**src/rtl/ifetch_unit.sv**
```systemverilog
// Instruction fetch front end: fetch PC, credit-limited memory requests and an in-order prefetch FIFO.
// Optional macro IFETCH_NOOP_BUBBLE_EN presents a NOOP bubble (16'hBF00) to decode while the FIFO is empty.
module ifetch_unit #(
  parameter int                ADDR_W     = 16,
  parameter int                FIFO_DEPTH = 2,
  parameter logic [ADDR_W-1:0] RESET_PC   = '0
) (
  input  logic              clk_i,
  input  logic              reset_i,
  output logic              imem_req_o,
  output logic [ADDR_W-1:0] imem_addr_o,
  input  logic              imem_ready_i,
  input  logic              imem_valid_i,
  input  logic [15:0]       imem_data_i,
  output logic [15:0]       instr_o,
  output logic [ADDR_W-1:0] instr_pc_o,
  output logic              instr_valid_o,
  input  logic              instr_ready_i,
  input  logic              redirect_i,
  input  logic [ADDR_W-1:0] redirect_pc_i,
  input  logic              halt_i,
  output logic              bubble_o
);

  localparam int                PW      = $clog2(FIFO_DEPTH);
  localparam int                CW      = PW + 1;
  localparam logic [CW:0]       DEPTH_W = FIFO_DEPTH[CW:0];
  localparam logic [ADDR_W-1:0] PC_STEP = ADDR_W'(2);
  localparam logic [ADDR_W-1:0] PC_MASK = ~ADDR_W'(1);

  logic [15:0]       r_fifo_instr [FIFO_DEPTH];
  logic [ADDR_W-1:0] r_fifo_pc    [FIFO_DEPTH];
  logic [PW-1:0]     r_wr_ptr;
  logic [PW-1:0]     r_rd_ptr;
  logic [CW-1:0]     r_count;
  logic [CW-1:0]     r_inflight;
  logic [CW-1:0]     r_discard;
  logic [ADDR_W-1:0] r_fetch_pc;
  logic [ADDR_W-1:0] r_resp_pc;

  logic              w_empty;
  logic              w_accept;
  logic              w_live_resp;
  logic              w_drop;
  logic              w_push;
  logic              w_pop;
  logic [CW:0]       w_credit;
  logic [CW-1:0]     w_inflight_nxt;
  logic [CW:0]       w_discard_redir;
  logic [ADDR_W-1:0] w_target;

  assign w_empty     = (r_count == '0);
  assign w_credit    = {1'b0, r_count} + {1'b0, r_inflight};
  assign imem_req_o  = !reset_i && !halt_i && !redirect_i && (w_credit < DEPTH_W);
  assign imem_addr_o = r_fetch_pc;
  assign w_accept    = imem_req_o && imem_ready_i;
  assign w_live_resp = imem_valid_i && (r_discard == '0);
  assign w_drop      = imem_valid_i && (r_discard != '0);
  assign w_push      = w_live_resp && !redirect_i && !reset_i;
  assign w_pop       = !w_empty && instr_ready_i;
  assign w_target    = redirect_pc_i & PC_MASK;

  assign w_inflight_nxt  = r_inflight + CW'(w_accept) - CW'(w_live_resp);
  // On redirect every response still owed (live or already doomed) must be discarded.
  assign w_discard_redir = {1'b0, w_inflight_nxt} + {1'b0, r_discard} - (CW+1)'(w_drop);

  always_ff @(posedge clk_i) begin
    if (reset_i) begin
      r_fetch_pc <= RESET_PC;
      r_resp_pc  <= RESET_PC;
      r_inflight <= '0;
      r_discard  <= '0;
      r_count    <= '0;
      r_wr_ptr   <= '0;
      r_rd_ptr   <= '0;
    end else if (redirect_i) begin
      r_fetch_pc <= w_target;
      r_resp_pc  <= w_target;
      r_inflight <= '0;
      r_discard  <= w_discard_redir[CW-1:0];
      r_count    <= '0;
      r_wr_ptr   <= '0;
      r_rd_ptr   <= '0;
    end else begin
      if (w_accept) r_fetch_pc <= r_fetch_pc + PC_STEP;
      r_inflight <= w_inflight_nxt;
      r_discard  <= r_discard - CW'(w_drop);
      // Live responses since the last redirect are sequential, so their PCs follow a running counter.
      if (w_push) begin
        r_resp_pc <= r_resp_pc + PC_STEP;
        r_wr_ptr  <= r_wr_ptr + PW'(1);
      end
      if (w_pop) r_rd_ptr <= r_rd_ptr + PW'(1);
      r_count <= r_count + CW'(w_push) - CW'(w_pop);
    end
  end

  always_ff @(posedge clk_i) begin
    if (w_push) begin
      r_fifo_instr[r_wr_ptr] <= imem_data_i;
      r_fifo_pc[r_wr_ptr]    <= r_resp_pc;
    end
  end

`ifdef IFETCH_NOOP_BUBBLE_EN
  always_comb begin
    bubble_o      = !reset_i && w_empty;
    instr_valid_o = !reset_i;
    instr_o       = r_fifo_instr[r_rd_ptr];
    instr_pc_o    = r_fifo_pc[r_rd_ptr];
    if (w_empty) begin
      instr_o    = 16'hBF00;
      instr_pc_o = r_resp_pc;
    end
  end
`else
  always_comb begin
    bubble_o      = 1'b0;
    instr_valid_o = !reset_i && !w_empty;
    instr_o       = r_fifo_instr[r_rd_ptr];
    instr_pc_o    = r_fifo_pc[r_rd_ptr];
  end
`endif

  a_resp_has_request: assert property (@(posedge clk_i) disable iff (reset_i)
    imem_valid_i |-> (r_inflight != '0 || r_discard != '0));

  a_discard_fits: assert property (@(posedge clk_i) disable iff (reset_i)
    redirect_i |-> !w_discard_redir[CW]);

endmodule

```
**config.mk**
```make
export PLATFORM = sky130hd
export DESIGN_NAME = ifetch_unit
export DESIGN_NICKNAME = d
export VERILOG_FILES = /design/src/rtl/ifetch_unit.sv
export SDC_FILE = /design/constraint.sdc
export NUM_CORES = 1
export LEC_CHECK = 0
export ABC_AREA = 1
export BUFFER_PORTS_ARGS = -buffer_cell sky130_fd_sc_hd__buf_2
export CORE_ASPECT_RATIO = 0.5
export CORE_UTILIZATION = 35
export DETAILED_ROUTE_END_ITERATION = 8
export GPL_TIMING_DRIVEN = 0
export PLACE_DENSITY_LB_ADDON = 0.25
export SLEW_MARGIN = 0
export SYNTH_ARGS = -nofsm -noshare
export SYNTH_HDL_FRONTEND = slang
export SYNTH_SLANG_ARGS = --single-unit
```
**constraint.sdc**
```tcl
create_clock -name clk_i -period 2.9 [get_ports clk_i]
set_input_delay 0.58 -clock clk_i [delete_from_list [all_inputs] [get_ports clk_i]]
set_output_delay 0.58 -clock clk_i [all_outputs]
set_load 0.02 [all_outputs]
```
* Yosys cells after proc, flatten, opt, wreduce, memory -nomap -nowiden
Memories as Yosys holds them, arrays and structs flattened. A register that Yosys moved wholly into a read port is not among the register bits.
Index checks and enable logic that the tools add are counted.
** Word-level totals
- Word-level logic and storage cells :: 55
- Flip-flop bits (word level) :: 40
- Input bits :: 39
- Output and inout bits :: 51
- Memories :: 2
- Memory bits (writable) :: 64
** Memories
- r_fifo_instr :: words 2, width 16, rd ports 1, clocked after memory_dff 1, write ports 1, RTL line 31 : logic [15:0] r_fifo_instr [FIFO_DEPTH];
- r_fifo_pc :: words 2, width 16, rd ports 1, clocked after memory_dff 1, write ports 1, RTL line 32 : logic [ADDR_W-1:0] r_fifo_pc [FIFO_DEPTH];
** Operators by class
- Add/sub/neg operators :: 12
- Mux-type cells :: 11
- $lt $le $gt $ge :: 1
- Reduce and logical (&&, ||, !) cells :: 20
** Operator list (number)
- two-way mux 16 bit :: 4
- adder 16 x 2 -> 16 bit, second input constant :: 2
- logical AND 1 bit :: 10
- subtractor 2 x 1 -> 2 bit :: 4
- two-way mux 1 bit :: 6
- nonzero test 2 bit :: 3
- adder 2 x 1 -> 2 bit :: 2
- zero test 1 bit :: 4
- zero test 2 bit :: 2
- adder 2 x 2 -> 3 bit :: 1
- less-than comparator 3 x 2 -> 1 bit, second input constant :: 1
- adder 1 bit, second input constant :: 2
- adder 2 bit :: 1
- two-way mux 2 bit :: 1
- OR reduction 2 bit :: 1

* Longest topological paths before layout
- Depth after elaboration :: 10
- Mapped depth :: 20
- Depth with buffers taken out :: 20

* Worst setup path after synthesis
Ideal clock, no wire load.
- Kind :: register to register
- Start :: register r_count[0]
- End :: register r_discard[1]
- Slack :: -0.071 ns
- Data required time :: 2.791 ns
- Data arrival time :: 2.862 ns
- Period minus slack after synthesis :: 2.971 ns
- Library setup time :: 0.109 ns
- Stages on the path, launching flop included :: 21
- Path buffers :: 0
- Path through :: dfxtp_1 nand2_1 inv_1 fa_1 nor2_1 nand4_4 ha_1 inv_1 ha_1 inv_1 ha_1 inv_1 ha_1 xor2_1 nand2_1 nand2_1 inv_1 nand2_1 nand3_1 nand2_1 inv_1
** On the way
- Word-level cells in the longest chain between the ends :: 9
** Ends and longest elaborated chain
- start, declared :: RTL line 35 : logic [CW-1:0] r_count;
- start signal, assigned :: RTL line 94 : r_count <= r_count + CW'(w_push) - CW'(w_pop);
- adder 2 x 2 -> 3 bit :: RTL line 53 : assign w_credit = {1'b0, r_count} + {1'b0, r_inflight};
- less-than comparator 3 x 2 -> 1 bit :: RTL line 54 : assign imem_req_o = !reset_i && !halt_i && !redirect_i && (w_credit < DEPTH_W);
- logical AND 1 bit :: RTL line 54
- logical AND 1 bit :: RTL line 56 : assign w_accept = imem_req_o && imem_ready_i;
- adder 2 x 1 -> 2 bit :: RTL line 63 : assign w_inflight_nxt = r_inflight + CW'(w_accept) - CW'(w_live_resp);
- subtractor 2 x 1 -> 2 bit :: RTL line 63
- via w_inflight_nxt[0] :: RTL line 48 : logic [CW-1:0] w_inflight_nxt;
- adder 2 bit :: RTL line 65 : assign w_discard_redir = {1'b0, w_inflight_nxt} + {1'b0, r_discard} - (CW+1)'(w_drop);
- subtractor 2 x 1 -> 2 bit :: RTL line 65
- two-way mux 2 bit :: RTL line 76 : end else if (redirect_i) begin
- end signal, assigned :: RTL line 80 : r_discard <= w_discard_redir[CW-1:0];
- end signal, assigned :: RTL line 87 : r_discard <= r_discard - CW'(w_drop);
- end, declared :: RTL line 37 : logic [CW-1:0] r_discard;
The timed path passes the listed nets, and every way through them passes these cells.
A chain may end at the register's enable or synchronous reset.

* Worst setup path after layout
- Start :: register r_inflight[0]
- End :: register r_discard[1]
** On the way
- Word-level cells in the longest chain between the ends :: 9
** Ends and longest elaborated chain
- start, declared :: RTL line 36 : logic [CW-1:0] r_inflight;
- start signal, assigned :: RTL line 86 : r_inflight <= w_inflight_nxt;
- adder 2 x 2 -> 3 bit :: RTL line 53
- less-than comparator 3 x 2 -> 1 bit :: RTL line 54
- logical AND 1 bit :: RTL line 54
- logical AND 1 bit :: RTL line 56
- adder 2 x 1 -> 2 bit * :: RTL line 63
- subtractor 2 x 1 -> 2 bit * :: RTL line 63
- via w_inflight_nxt[0] :: RTL line 48
- adder 2 bit * :: RTL line 65
- subtractor 2 x 1 -> 2 bit * :: RTL line 65
- two-way mux 2 bit * :: RTL line 76
Mark *: on every way through the listed nets, which the timed path passes. The rest lies on a longest branch.

==> results.md <==
STA:
- The worst setup skew after layout is 6.99 ps.
- The number of max-slew violations in the final report is 0.
- The total count of hold-check failures in the final report is 0.
- The maximum clock frequency is 0.352 GHz.
- In the finished design, the share of the clock period the worst path needs comes to 0.979.
- Setup slack closes at 61.0 ps.
- Setup repair after global routing could not meet its margin everywhere.
- The max-slew headroom at the worst pin is 0.608.
- Setup violations remaining at the end of the flow were counted as 0.
- For the finished layout, the period the worst path requires is 2840 ps.
- At the pin with the least slew margin, the transition time is 588 ps.

Critical path:
- At the worst endpoint, the arrival time is 3070 ps.
- The critical path startpoint category is a register.
- The startpoint identified for the worst register-to-register timing path is r_inflight[0].
- The worst setup path is captured at a register.
- The setup slack on the worst flop-to-flop path is 60 ps.
- Data on the critical path is required at its endpoint by 3130 ps.
- Measured in cells, the most critical reg-to-reg path has a length of 20.
- The worst reg2reg path endpoint is r_discard[1].
- Of all nets on the critical path, the largest fanout is 2.
- The critical path is of the register to register type.

Synth:
- The Yosys step of the flow raised 0 warnings.
- Counting flops with an async set or reset pin after synthesis yields a share of 0.
- Of all cell types, the one taking the most synthesized area is sky130_fd_sc_hd__edfxtp_1.
- The share of synthesized area in the top cell type comes to 0.389.
- In this run the mean area of a mapped cell was 9.70 um^2.
- Ranked by instance count, the synthesized netlist is headed by sky130_fd_sc_hd__nand2_1, sky130_fd_sc_hd__edfxtp_1, sky130_fd_sc_hd__nor2_1.
- Of the synthesized area, sequential elements account for 0.552.
- Ranked by total cell area, the synthesized netlist is headed by sky130_fd_sc_hd__edfxtp_1, sky130_fd_sc_hd__dfxtp_1, sky130_fd_sc_hd__mux2_2.
- In this run, distinct cell masters in the synthesized netlist total 33.
- Counting every instance in the synthesized netlist gives 493.
- In this run, synthesis produced a sequential element count of 101.
- The cell with the most instances after synthesis is sky130_fd_sc_hd__nand2_1.
- The synthesized design contains 62 enable-type register cells.
- The top flip-flop cell by instance count after synthesis is sky130_fd_sc_hd__edfxtp_1.
- Summing every instance area after synthesis gives 4780 um^2.

Layout:
- In the final layout, the share of cells above drive strength 1 is 0.296.
- At the end of the flow the core is filled with cells to 0.450.
- The repair_antennas step left the layout with diodes totalling 0.
- The area of combinational cells with multiple inputs is 1930 um^2.
- The filler cell count in the final layout is 1301.
- After the last flow step, the layout net total stands at 645.
- Compared with the post-synthesis result, the final layout area differs by 22.3%.
- Registers take 2650 um^2.

CTS:
- The clock latency reported for the late side of the worst-skew pair is 330 ps.
- Clock-pin slew was measured on the worst setup and hold paths at 70 ps.
- TritonCTS built the clock tree.
- The clock tree root driver cell is sky130_fd_sc_hd__clkbuf_16.
- Counting along the longest clock path gives a buffer depth of 2.
- The number of clock sinks is 101.
- The total number of H-tree levels is 3.
- The number of buffers created by CTS is 9.

Pwr:
- The leakage power figure is 2.33 nW.
- The part of the total power dissipated in the clock network is 0.333.
- The share of power burned in combinational logic is 0.157.
- Of the total power, the share spent switching nets is 0.266.
- The worst ir drop on vdd is 0.000291 V.
- The portion of total power attributed to sequential cells is 0.510.
- The net load switching power is 0.865 mW.
- The areal power density over the cells is 557 nW/um^2.
- The internal cell power is 2.39 mW.

Global route:
- The number of global-route vias before repair is 3636.
- The first global-routing pass estimated 17800 um of wire.
- The maximum number of pins on one net before global-route repair is 31.
- For this run, the total global-route usage over all layers was measured as 0.163.
- The number of antenna violations at the first check in global routing is 0.
- The global route total overflow is 0.

Placement:
- The worst-case setup slack after placement is -238 ps.
- Routability-driven placement finished with a final weighted congestion of 0.834.
- The wire-length estimate of the detail-placed layout is 7820 um.
- In this run the tool buffered the top-level ports with 83 buffer cells.

Drt:
- The average routed wire per standard cell is 14.2 um.
- The detailed-routing iteration count for the pre-antenna-repair pass is 5.
- In this run the remaining antenna-violating nets after routing total 0.
- The number of design-rule violations left by the first detailed-router iteration is 157.
- The final route contains 3698 vias.
- The sum of routed wire length over all layers is 10900 um.
- After detailed routing, the number of vias per cell comes to 4.80.
- For this run, design rule violations remaining after detail routing come to 0.

Flow run:
- The count of max-cap constraint violations is 0.

Floorplanning:
- In this run the vertical extent of the chip is 84.7 um.
- The starting utilization of the core area is 0.368.
- The floorplan step defined a die boundary enclosing 14200 um^2.
- The total I/O pin count is 90.
- After floorplanning, the core was divided into 29 placement rows.
- The floorplan step set the die width to 167 um.
- After floorplanning, the core was sized to cover 13000 um^2.

Hold path:
- The kind of path behind the tightest hold check is input port to register.
- The endpoint with the worst hold slack is r_fifo_instr[0][7].
- The worst hold path depth is 1.
- The startpoint of the tightest hold check path is imem_data_i[7].

Run status:
- The flow ran to the end, and the final reports show no timing, DRC or antenna violations.
metal layers:
| layer | track usage | wire, um | part of all wire |
|---|---|---|---|
| met5 | 0 | 0 | 0 |
| met4 | 0.0509 | 112 | 0.010 |
| met3 | 0.0377 | 610 | 0.056 |
| met2 | 0.267 | 4990 | 0.46 |
| met1 | 0.214 | 5220 | 0.48 |
power groups by stage:
stage / Clock [mW] / Combinational [mW] / Sequential (mW)
2_1_floorplan: 0 / 0.306 / 1.69
3_3_place_gp: 0 / 0.440 / 1.69
3_5_place_dp: 0 / 0.453 / 1.69
4_1_cts: 1.12 / 0.500 / 1.66
5_1_grt: 1.18 / 0.581 / 1.67
6_report: 1.08 / 0.513 / 1.66
cells in the final DEF (no fill, tap or decap), types with 7 or more instances in the layout:
| cell | n |
|---|---|
| sky130_fd_sc_hd__inv_1 | 46 |
| sky130_fd_sc_hd__clkbuf_16 | 9 |
| sky130_fd_sc_hd__buf_4 | 9 |
| sky130_fd_sc_hd__xor2_1 | 9 |
| sky130_fd_sc_hd__edfxtp_1 | 62 |
| sky130_fd_sc_hd__dfxtp_1 | 36 |
| sky130_fd_sc_hd__nand3_1 | 29 |
| sky130_fd_sc_hd__mux2_2 | 31 |
| sky130_fd_sc_hd__o21ai_0 | 27 |
| sky130_fd_sc_hd__o21ai_1 | 7 |
| sky130_fd_sc_hd__nand2_1 | 90 |
| sky130_fd_sc_hd__nand4_1 | 8 |
| sky130_fd_sc_hd__buf_2 | 89 |
| sky130_fd_sc_hd__nor2_1 | 49 |
| sky130_fd_sc_hd__a21oi_1 | 37 |
final cells by class:
cell class,count,share of cell area
clock buffers,12,0.0404
well taps,170,0.0364
inverters,54,0.0353
clock inverters,4,0.00492
repair buffers,90,0.0843
flip-flops and latches,101,0.453
multi-input cells,325,0.330
plain buffers,15,0.0160
flip-flops by register name, indices dropped and copies added (netlist names), named ones only:
signal	flops
r_wr_ptr	1
r_count	2
r_rd_ptr	1
imem_addr_o	15
r_resp_pc	15
r_fifo_instr	32
r_discard	2
r_fifo_pc	30
r_inflight	2
how the worst max path moves through the flow:
stage / from / slack [ps] / end / cells past startpoint
after detailed placement: r_count[0] / -240 / r_discard[1] / 20
after global routing: r_inflight[0] / -110 / r_discard[1] / 20
after floorplan: r_count[0] / 8 / r_discard[1] / 20
after global placement: imem_valid_i / -1020 / r_fifo_instr[0][4] / 6
final: r_inflight[0] / 60 / r_discard[1] / 20
after CTS: r_count[0] / -0.7 / r_discard[1] / 20
timing repair:
action                     in CTS  in global routing
resized for setup               8                  4
setup endpoints to repair       2                  1
pin swaps                      10                  7
setup buffers                   4                  1
hold buffers                    0                  0
cell families (layout without fill, tap and decap cells):
logic type,Yosys count,count (layout),share of synthesized area
adders and majority gates,10,10,0.0277
xor gates and xnor gates,13,13,0.0238
and+or+nand+nor,193,193,0.180
AOI/OAI and AO/OA,75,75,0.0795
other,1,3,0.000784
buffers and inverters,69,175,0.0628
muxes,31,31,0.0730
DFF,101,101,0.552
critical path: stages (launching register included):
cell,delay (ps)
sky130_fd_sc_hd__dfxtp_2,320
sky130_fd_sc_hd__nand2_2,60
sky130_fd_sc_hd__inv_2,30
sky130_fd_sc_hd__fa_1,470
sky130_fd_sc_hd__nor2_4,130
sky130_fd_sc_hd__nand4_4,120
sky130_fd_sc_hd__ha_4,280
sky130_fd_sc_hd__inv_2,40
sky130_fd_sc_hd__ha_4,250
sky130_fd_sc_hd__inv_2,40
sky130_fd_sc_hd__ha_4,250
sky130_fd_sc_hd__inv_2,40
sky130_fd_sc_hd__ha_4,160
sky130_fd_sc_hd__xor2_1,140
sky130_fd_sc_hd__nand2_1,60
sky130_fd_sc_hd__nand2_1,70
sky130_fd_sc_hd__inv_1,40
sky130_fd_sc_hd__nand2_1,50
sky130_fd_sc_hd__nand3_1,60
sky130_fd_sc_hd__nand2_1,70
sky130_fd_sc_hd__inv_1,40
stage by stage:
step	instances	hold slack (ps)	setup TNS (ps)	power [mW]	area (um^2)
2_1_floorplan	495	425	0	1.99	4810
3_3_place_gp	748	435	-62370	2.13	5440
3_5_place_dp	750	451	-241	2.14	5490
4_1_cts	770	421	-0.741	3.28	5820
5_1_grt	771	412	-112	3.43	5850
6_report	771	436	0	3.26	5850
Power figures use the tool's default switching activity.
